==> src/rtl/seq_tag_alloc_pkg.sv <==
// Shared definitions for the sequence-tag allocator and the commit unit.
// Holds the default tag width, the tag bus type, the tag range limits and
// the allocator FSM state encodings.
package seq_tag_alloc_pkg;

    // Default tag width; the commit unit's cnt uses the same width.
    localparam int CntWidth = 4;

    // Tag bus type at the default width.
    typedef logic [CntWidth-1:0] CntBus;

    // Tag 0 means "no tag"; the last legal tag is all ones.
    localparam CntBus CntFirst = CntBus'(0);
    localparam CntBus CntLast  = CntBus'((1 << CntWidth) - 1);

    // RUN: normal issue. RECOVER: one dead cycle after a flush.
    typedef enum logic {
        ST_RUN     = 1'b0,
        ST_RECOVER = 1'b1
    } state_e;

endpackage

==> src/rtl/seq_tag_inc.sv <==
// Wrapping sequence-tag incrementer.
// next(t) = (t == TAG_LAST) ? 1 : t + 1, so tag 0 is never produced.
// Purely combinational; shared by both allocator pointers and the commit unit.
module seq_tag_inc
    import seq_tag_alloc_pkg::*;
#(
    parameter int              W        = CntWidth,
    parameter logic [W-1:0]    TAG_LAST = W'(CntLast)
) (
    input  logic [W-1:0] tag,
    output logic [W-1:0] tag_next
);

    // Step to the next legal tag, skipping 0 on wrap.
    always_comb begin
        tag_next = tag + W'(1);
        if (tag == TAG_LAST) begin
            tag_next = W'(1);
        end
    end

endmodule

==> src/rtl/seq_tag_alloc.sv <==
// Sequence-tag allocator and in-flight tracker.
// Hands out wrapping tags to the issue stage, tracks the commit head and the
// in-flight count, and back-pressures issue when DEPTH tags are outstanding.
//
// Optional feature: define SEQ_TAG_ALLOC_FLUSH_EN to add the i_flush port.
// A flush rewinds alloc_ptr to head_ptr, clears the count and spends one
// RECOVER cycle with grants blocked. Without the macro the FSM is fixed in RUN.
//
// Handshake: o_alloc_gnt is combinational from i_alloc_req and registered
// state; a tag is consumed on the rising clock edge where req and gnt are
// both 1. i_commit is a single-cycle strobe with no back-pressure; a commit
// that does not match o_head_tag (or arrives while empty) sets o_err.
module seq_tag_alloc
    import seq_tag_alloc_pkg::*;
#(
    parameter int CNT_WIDTH = CntWidth,
    parameter int DEPTH     = 8,
    localparam int CW       = $clog2(DEPTH + 1)
) (
    input  logic                 clk,
    input  logic                 rst,
`ifdef SEQ_TAG_ALLOC_FLUSH_EN
    input  logic                 i_flush,
`endif
    input  logic                 i_alloc_req,
    output logic                 o_alloc_gnt,
    output logic [CNT_WIDTH-1:0] o_alloc_tag,
    input  logic                 i_commit,
    input  logic [CNT_WIDTH-1:0] i_commit_tag,
    output logic [CNT_WIDTH-1:0] o_head_tag,
    output logic [CW-1:0]        o_count,
    output logic                 o_full,
    output logic                 o_empty,
    output logic                 o_err
);

    // First tag after reset: one past the "no tag" value.
    localparam logic [CNT_WIDTH-1:0] TagInit  = CNT_WIDTH'(CntFirst) + CNT_WIDTH'(1);
    localparam logic [CNT_WIDTH-1:0] TagLast  = CNT_WIDTH'((1 << CNT_WIDTH) - 1);
    localparam logic [CW-1:0]        CountMax = CW'(DEPTH);

    logic [CNT_WIDTH-1:0] alloc_ptr;
    logic [CNT_WIDTH-1:0] head_ptr;
    logic [CNT_WIDTH-1:0] alloc_ptr_inc;
    logic [CNT_WIDTH-1:0] head_ptr_inc;
    logic [CW-1:0]        count;
    logic                 err;

    logic full;
    logic empty;
    logic run;
    logic flush;
    logic grant;
    logic commit_hit;
    logic commit_ok;
    logic commit_bad;

    seq_tag_inc #(
        .W        (CNT_WIDTH),
        .TAG_LAST (TagLast)
    ) u_alloc_inc (
        .tag      (alloc_ptr),
        .tag_next (alloc_ptr_inc)
    );

    seq_tag_inc #(
        .W        (CNT_WIDTH),
        .TAG_LAST (TagLast)
    ) u_head_inc (
        .tag      (head_ptr),
        .tag_next (head_ptr_inc)
    );

`ifdef SEQ_TAG_ALLOC_FLUSH_EN
    state_e state;

    // RUN -> RECOVER on flush; RECOVER always returns to RUN after one cycle.
    always_ff @(posedge clk or posedge rst) begin
        if (rst) begin
            state <= ST_RUN;
        end else begin
            case (state)
                ST_RUN: begin
                    if (i_flush) begin
                        state <= ST_RECOVER;
                    end
                end
                ST_RECOVER: begin
                    state <= ST_RUN;
                end
                default: begin
                    state <= ST_RUN;
                end
            endcase
        end
    end

    assign run   = (state == ST_RUN);
    assign flush = i_flush;
`else
    assign run   = 1'b1;
    assign flush = 1'b0;
`endif

    // Status derived from the registered count, so it lags a grant/commit by one cycle.
    assign full  = (count == CountMax);
    assign empty = (count == '0);

    // Grant uses registered full only: a same-cycle commit does not free a slot early.
    assign grant = i_alloc_req & ~full & run & ~flush;

    // A commit is good only when something is in flight and it retires the head.
    // Commits during a flush cycle are dropped silently.
    assign commit_hit = i_commit & ~empty & (i_commit_tag == head_ptr);
    assign commit_ok  = commit_hit & ~flush;
    assign commit_bad = i_commit & ~commit_hit & ~flush;

    // Pointer, count and sticky-error update.
    always_ff @(posedge clk or posedge rst) begin
        if (rst) begin
            alloc_ptr <= TagInit;
            head_ptr  <= TagInit;
            count     <= '0;
            err       <= 1'b0;
        end else begin
            if (commit_bad) begin
                err <= 1'b1;
            end
            if (flush) begin
                // Squash everything in flight: next issued tag restarts at the head.
                alloc_ptr <= head_ptr;
                count     <= '0;
            end else begin
                if (grant) begin
                    alloc_ptr <= alloc_ptr_inc;
                end
                if (commit_ok) begin
                    head_ptr <= head_ptr_inc;
                end
                case ({grant, commit_ok})
                    2'b10:   count <= count + CW'(1);
                    2'b01:   count <= count - CW'(1);
                    default: count <= count;
                endcase
            end
        end
    end

    assign o_alloc_gnt = grant;
    assign o_alloc_tag = alloc_ptr;
    assign o_head_tag  = head_ptr;
    assign o_count     = count;
    assign o_full      = full;
    assign o_empty     = empty;
    assign o_err       = err;

endmodule

==> config.mk <==
export PLATFORM = sky130hd
export DESIGN_NAME = seq_tag_alloc
export DESIGN_NICKNAME = d
export VERILOG_FILES = /design/src/rtl/seq_tag_alloc_pkg.sv /design/src/rtl/seq_tag_inc.sv /design/src/rtl/seq_tag_alloc.sv
export SDC_FILE = /design/constraint.sdc
export NUM_CORES = 1
export LEC_CHECK = 0
export ABC_CLOCK_PERIOD_IN_PS = 7200
export CAP_MARGIN = 25
export CORE_AREA = 10 10 53 55
export DETAILED_ROUTE_END_ITERATION = 12
export DIE_AREA = 0 0 63 65
export GPL_TIMING_DRIVEN = 0
export PLACE_DENSITY = 0.85
export REMOVE_ABC_BUFFERS = 1
export SYNTH_ARGS = -nofsm -noshare
export SYNTH_HDL_FRONTEND = slang
export SYNTH_HIERARCHICAL = 1
export SYNTH_SLANG_ARGS = --single-unit
==> constraint.sdc <==
create_clock -name clk -period 7.2 [get_ports clk]
set_clock_uncertainty 0.05 [all_clocks]
set_input_delay 1.08 -clock clk [delete_from_list [all_inputs] [get_ports clk]]
set_output_delay 1.08 -clock clk [all_outputs]
set_load 0.05 [all_outputs]
==> metrics.md, run 1 <==
| Metric | Value |
|---|---|
| Status | `complete, no violations` |
| Post-route ant nets | `0` |
| Worst Path Max Fanout | `6` |
| GRT Total Usage | `9.57%` |
| Clock sinks | `13` |
| CP Launch Type | `primary input` |
| Pre-antenna DRT Iters | `6` |
| Worst-skew pair later-pin latency | `0.28 ns` |
| Final instance area | `1130 µm²` |
| Final Setup Violations | `0` |
| Max IR drop VDD | `0.288 mV` |
| Kind of critical path | `primary input to output port` |
| RSZ-0062 raised after global routing | `false` |
| Total CTS buffers | `3` |
| Clock power share | `8.2%` |
| Largest net degree at the start of global routing | `14` |
| Worst-Margin Slew | `0.518 ns` |
| Int Power | `0.265 mW` |
| Starting density of the core | `45.7%` |
| Root Buffer | `clkbuf_4` |
| Core Region | `1860 µm²` |
| Pwr dens | `479 nW/µm²` |
| Initial DRC Count | `18` |
| Flop pwr share | `29.3%` |
| Worst hold margin | `0.439 ns` |
| Worst Hold Class | `register to register` |
| CTS tree | `done` |
| DIE AREA | `4100 µm²` |
| Req. time, crit path | `6.07 ns` |
| Syn Area/Cell | `10.5 µm²` |
| IO buf count | `23` |
| Relative slew slack | `65.3%` |
| Share of post-route cells with drive strength above 1 | `16.0%` |
| DRC errors left | `0` |
| Num rows | `16` |
| I/O Pins | `24` |
| Synth unique cells | `31` |
| Layout Nets | `121` |
| Area growth from synthesis to layout | `33.1%` |
| Ys flop type | `dfrtp_1` |
| CTS max path bufs | `2` |
| CP Capture Type | `output port` |
| Final Max Tran Viols | `0` |
| Pre-CTS WS | `3.41 ns` |
| Drt wl/cell | `13.5 µm` |
| DR vias | `687` |
| Final core utilization | `60.8%` |
| Synth Warn # | `6` |
| Asr flop ratio synth | `100%` |
| DP HPWL | `1450 µm` |
| Final Critical Period | `3.73 ns` |
| CTS H-tree depth | `1` |
| Lkg Pwr | `0.490 nW` |
| Synthesized area | `851 µm²` |
| Sw Ratio | `51.1%` |
| Setup WS post-layout | `3.47 ns` |
| Fin cells | `133` |
| # hold bufs at CTS | `0` |
| Ant. Diodes | `0` |
| Hold Violations, Final | `0` |
| Initial antenna violation count | `0` |
| Arrival time at the worst endpoint | `2.60 ns` |
| Sequential share of the synthesized area | `38.5%` |
| NetSw | `0.278 mW` |
| Mapped Cells | `81` |
| Final Wtd Congestion | `0.807` |
| Max Clk Rate | `268 MHz` |
| GR Overflow Total | `0` |
| Comb power frac | `62.5%` |
| Die width | `63 µm` |
| Vias in the first global route | `691` |
| Post-cts resize count | `0` |
| Placed inst area | `1110 µm²` |
| Clock transition at path regs | `0.08 ns` |
| Final worst path period share | `51.8%` |
| Via density | `5.17` |
| Routed wire length | `1800 µm` |
| EDFF count, synth | `0` |
| Die Ht | `65 µm` |
| Max_cap viols | `0` |
| WHS Path Cells | `1` |
| Setup_tns | `0 ns` |
| Cells on worst reg2reg path | `9` |
| Flops & latches, synth | `13` |
| First-pass GRT wire length | `3230 µm` |
| Setup Fix Bufs, Post-CTS | `0` |
| Total power | `0.543 mW` |
| Placed Instances | `129` |
==> cell usage in the layout, fill, tap and decap left out, drive strengths merged, types with 2 or more instances in the layout <==
cell type	instances
nand2	6
nor4	2
or3	2
nand3	2
clkdlybuf4s50	23
xnor2	2
ha	5
inv	13
and4b	2
o211ai	3
o21ai	2
and2b	2
dfrtp	11
clkbuf	4
dfstp	2
xor2	3
a311o	2
nor4b	2
mux2	8
==> worst max-delay path: stages <==
cell             delay [ns]
clkdlybuf4s50_1        0.46
nand2b_1               0.17
inv_1                  0.09
clkdlybuf4s50_1        0.80
==> worst paths after layout <==
check | startpoint | slack (ns) | endpoint
max | i_alloc_req | 3.47 | o_alloc_gnt
min | o_err$_DFFE_PP0P_ | 0.44 | o_err$_DFFE_PP0P_
max reg2reg | o_head_tag[3]$_DFFE_PP0P_ | 4.53 | o_count[3]$_DFFE_PP0P_
min reg2reg | o_err$_DFFE_PP0P_ | 0.44 | o_err$_DFFE_PP0P_
max in group asynchronous | rst | 5.69 | o_alloc_tag[0]$_DFFE_PP1P_
min in group asynchronous | rst | 1.06 | o_err$_DFFE_PP0P_
==> cells by family after synthesis <==
family	after synthesis	share of synthesized area, %
buffers and inverters	15	6.76
muxes	9	11.8
and+or+nand+nor	22	18.5
DFF	13	38.5
xor gates and xnor gates	5	5.15
adders and majority gates	6	9.71
AOI/OAI and AO/OA	11	9.56
==> routing by layer <==
metal | up-vias | GRT usage (%) | wire, µm
met3 | 2 | 4.47 | 145
li1 | 337 | - | -
met2 | 20 | 15.9 | 861
met1 | 328 | 10.6 | 777
met4 | 0 | 3.35 | 15
met5 | - | 0 | 0
==> cells in the mapped netlist (all sizes together), types with 2 or more instances <==
cell type / number / area [µm²]
o21ai: 2 / 10.0
and2b: 2 / 17.5
xor2: 3 / 26.3
o211ai: 3 / 22.5
dfrtp: 11 / 275
dfstp: 2 / 52.6
nand2: 6 / 22.5
mux2: 8 / 90.1
nand3: 2 / 10.0
nor4: 2 / 18.8
or3: 2 / 12.5
a311o: 2 / 20.0
nor4b: 2 / 32.5
xnor2: 2 / 17.5
inv: 13 / 48.8
ha: 5 / 62.6
and4b: 2 / 20.0
==> power by group through the flow <==
stage	sequential (mW)	clock [mW]	combinational (mW)
CTS	0.160	0.0458	0.344
global placement	0.159	0	0.334
detailed placement	0.161	0	0.343
global route	0.168	0.0488	0.364
finish	0.159	0.0446	0.339
floorplan	0.260	0	0.135
==> cell type report <==
| cell class | count | area (µm²) |
|---|---|---|
| repair buffers | 23 | 230 |
| well taps | 27 | 33.8 |
| flip-flops and latches | 13 | 328 |
| inverters | 13 | 48.8 |
| fillers | 168 | 729 |
| multi-input cells | 53 | 465 |
| clock buffers | 4 | 26.3 |
==> registers in the layout, summed over array words and instances, names as in the netlist <==
signal / flops
o_count: 4
o_alloc_tag: 4
o_err: 1
o_head_tag: 4
(Power assumes the default switching activity.)
==> run 2, diff against run 1 <==
- ABC_CLOCK_PERIOD_IN_PS: 7200 -> 3400
- CORE_AREA: 10 10 53 55 -> 10 10 57 59
- DIE_AREA: 0 0 63 65 -> 0 0 67 69
- PLACE_DENSITY: 0.85 -> 0.76
- clock period: 7.2 -> 3.4 ns (I/O delays scaled with it)
==> run 2 against run 1 <==
Compared with the run above: combinational power grew 110%; via count grew 0.15%; sequential share of layout area is essentially flat; die area grew 13%; critical path type is now primary input to register.
==> metrics.md, run 2 (synthesized netlist as in run 1, its figures left out) <==
| Metric | Value |
|---|---|
| Status | `complete, no violations` |
| Clock transition at path regs | `0.08 ns` |
| Setup_tns | `0 ns` |
| Routed wire length | `1820 µm` |
| Placed Instances | `130` |
| CP Launch Type | `primary input` |
| Post-route ant nets | `0` |
| CTS max path bufs | `2` |
| CTS tree | `done` |
| Final Max Tran Viols | `0` |
| Worst Path Max Fanout | `7` |
| Final instance area | `1130 µm²` |
| Max IR drop VDD | `0.388 mV` |
| Clock sinks | `13` |
| Num rows | `17` |
| Drt wl/cell | `13.6 µm` |
| Core Region | `2150 µm²` |
| I/O Pins | `24` |
| Final Setup Violations | `0` |
| Starting density of the core | `39.6%` |
| GRT Total Usage | `7.99%` |
| Most common cell after layout, fill and taps aside | `clkdlybuf4s50_1` |
| Die width | `67 µm` |
| Worst hold margin | `0.428 ns` |
| Final Wtd Congestion | `0.763` |
| First-pass GRT wire length | `3030 µm` |
| Worst Hold Class | `register to register` |
| Relative slew slack | `65.7%` |
| # hold bufs at CTS | `0` |
| Initial antenna violation count | `0` |
| Pre-antenna DRT Iters | `4` |
| DRC errors left | `0` |
| Total CTS buffers | `3` |
| Share of post-route cells with drive strength above 1 | `16.0%` |
| IO buf count | `23` |
| Placed inst area | `1110 µm²` |
| CTS H-tree depth | `1` |
| Fin cells | `134` |
| Req. time, crit path | `3.50 ns` |
| Ant. Diodes | `0` |
| Worst-skew pair later-pin latency | `0.28 ns` |
| Setup Fix Bufs, Post-CTS | `0` |
| Fillers | `198` |
| Root Buffer | `clkbuf_4` |
| Layout Nets | `121` |
| Arrival time at the worst endpoint | `2.98 ns` |
| Pwr dens | `1020 nW/µm²` |
| Vias in the first global route | `662` |
| DP HPWL | `1460 µm` |
| Final Critical Period | `2.88 ns` |
| Initial DRC Count | `28` |
| Lkg Pwr | `0.490 nW` |
| Post-cts resize count | `0` |
| Final core utilization | `52.8%` |
| RSZ-0062 raised after global routing | `false` |
| CP Capture Type | `register` |
| Most frequent CP cell | `ha_1` |
| Slowest stage cell, crit path | `clkdlybuf4s50_1` |
| GR Overflow Total | `0` |
| Worst-Margin Slew | `0.513 ns` |
| Hold Violations, Final | `0` |
| Via density | `5.13` |
| Most frequent cells in the layout | `clkdlybuf4s50_1 (23), inv_1 (13), dfrtp_1 (11)` |
| Largest net degree at the start of global routing | `14` |
| Max Clk Rate | `348 MHz` |
| DR vias | `688` |
| DIE AREA | `4620 µm²` |
| CP cell instances | `clkdlybuf4s50_1 > inv_1 > a222oi_1 > nor4b_4 > ha_1 > ha_1 > a21oi_1 > o21ai_0 > nand2_1 > o211ai_1` |
| Area growth from synthesis to layout | `33.2%` |
| Die Ht | `69 µm` |
| Final worst path period share | `84.6%` |
| Kind of critical path | `primary input to register` |
| Slowest Stage Delay on Critical Path | `0.46 ns` |
| Max_cap viols | `0` |
[run 2: area by class of cell]
cell class	count	area, µm²	share of cell area (%)
Timing Repair Buffer	23	230	20.3
Inverter	13	48.8	4.30
Sequential cell	13	328	28.9
Tap cell	28	35.0	3.09
Clock buffer	4	26.3	2.32
Multi-Input combinational cell	53	465	41.1
[run 2: final timing paths]
check | slack [ns] | from | end | cells after the start
worst max-delay path | 0.52 | i_commit_tag[0] | o_count[3]$_DFFE_PP0P_ | 10
worst min-delay path | 0.43 | o_err$_DFFE_PP0P_ | o_err$_DFFE_PP0P_ | 1
worst max register to register | 0.79 | o_head_tag[3]$_DFFE_PP0P_ | o_count[3]$_DFFE_PP0P_ | 9
worst min register to register | 0.43 | o_err$_DFFE_PP0P_ | o_err$_DFFE_PP0P_ | 1
max in group asynchronous | 2.46 | rst | o_head_tag[0]$_DFFE_PP1P_ | 2
min in group asynchronous | 0.49 | rst | o_alloc_tag[1]$_DFFE_PP0P_ | 2
[run 2: where the power goes]
group	switching (mW)	internal, mW	total (mW)
clock	0.0498	0.0455	0.0954
sequential	0.108	0.232	0.340
combinational	0.432	0.284	0.716
total	0.589	0.562	1.15
[run 2: metrics by stage]
stage                     total power [mW]  worst slack (ns)
final                                 1.15             0.523
after global routing                  1.23             0.349
after CTS                             1.16             0.527
after detailed placement              1.06             0.251
after global placement                1.05             0.296
after floorplan                      0.837            -0.555
[run 2: per-layer routing]
layer	vias up	wire (µm)	GRT usage [%]
met4	0	15	5.43
li1	337	-	-
met5	-	0	0
met2	19	886	13.4
met3	2	158	2.42
met1	330	761	8.07
[run 2: critical path: cells and delay by family]
kind / cells / cell delay (ns)
adders and majority gates: 2 / 0.65
AOI/OAI and AO/OA: 4 / 0.79
and+or+nand+nor: 2 / 0.53
buffers and inverters: 2 / 0.51
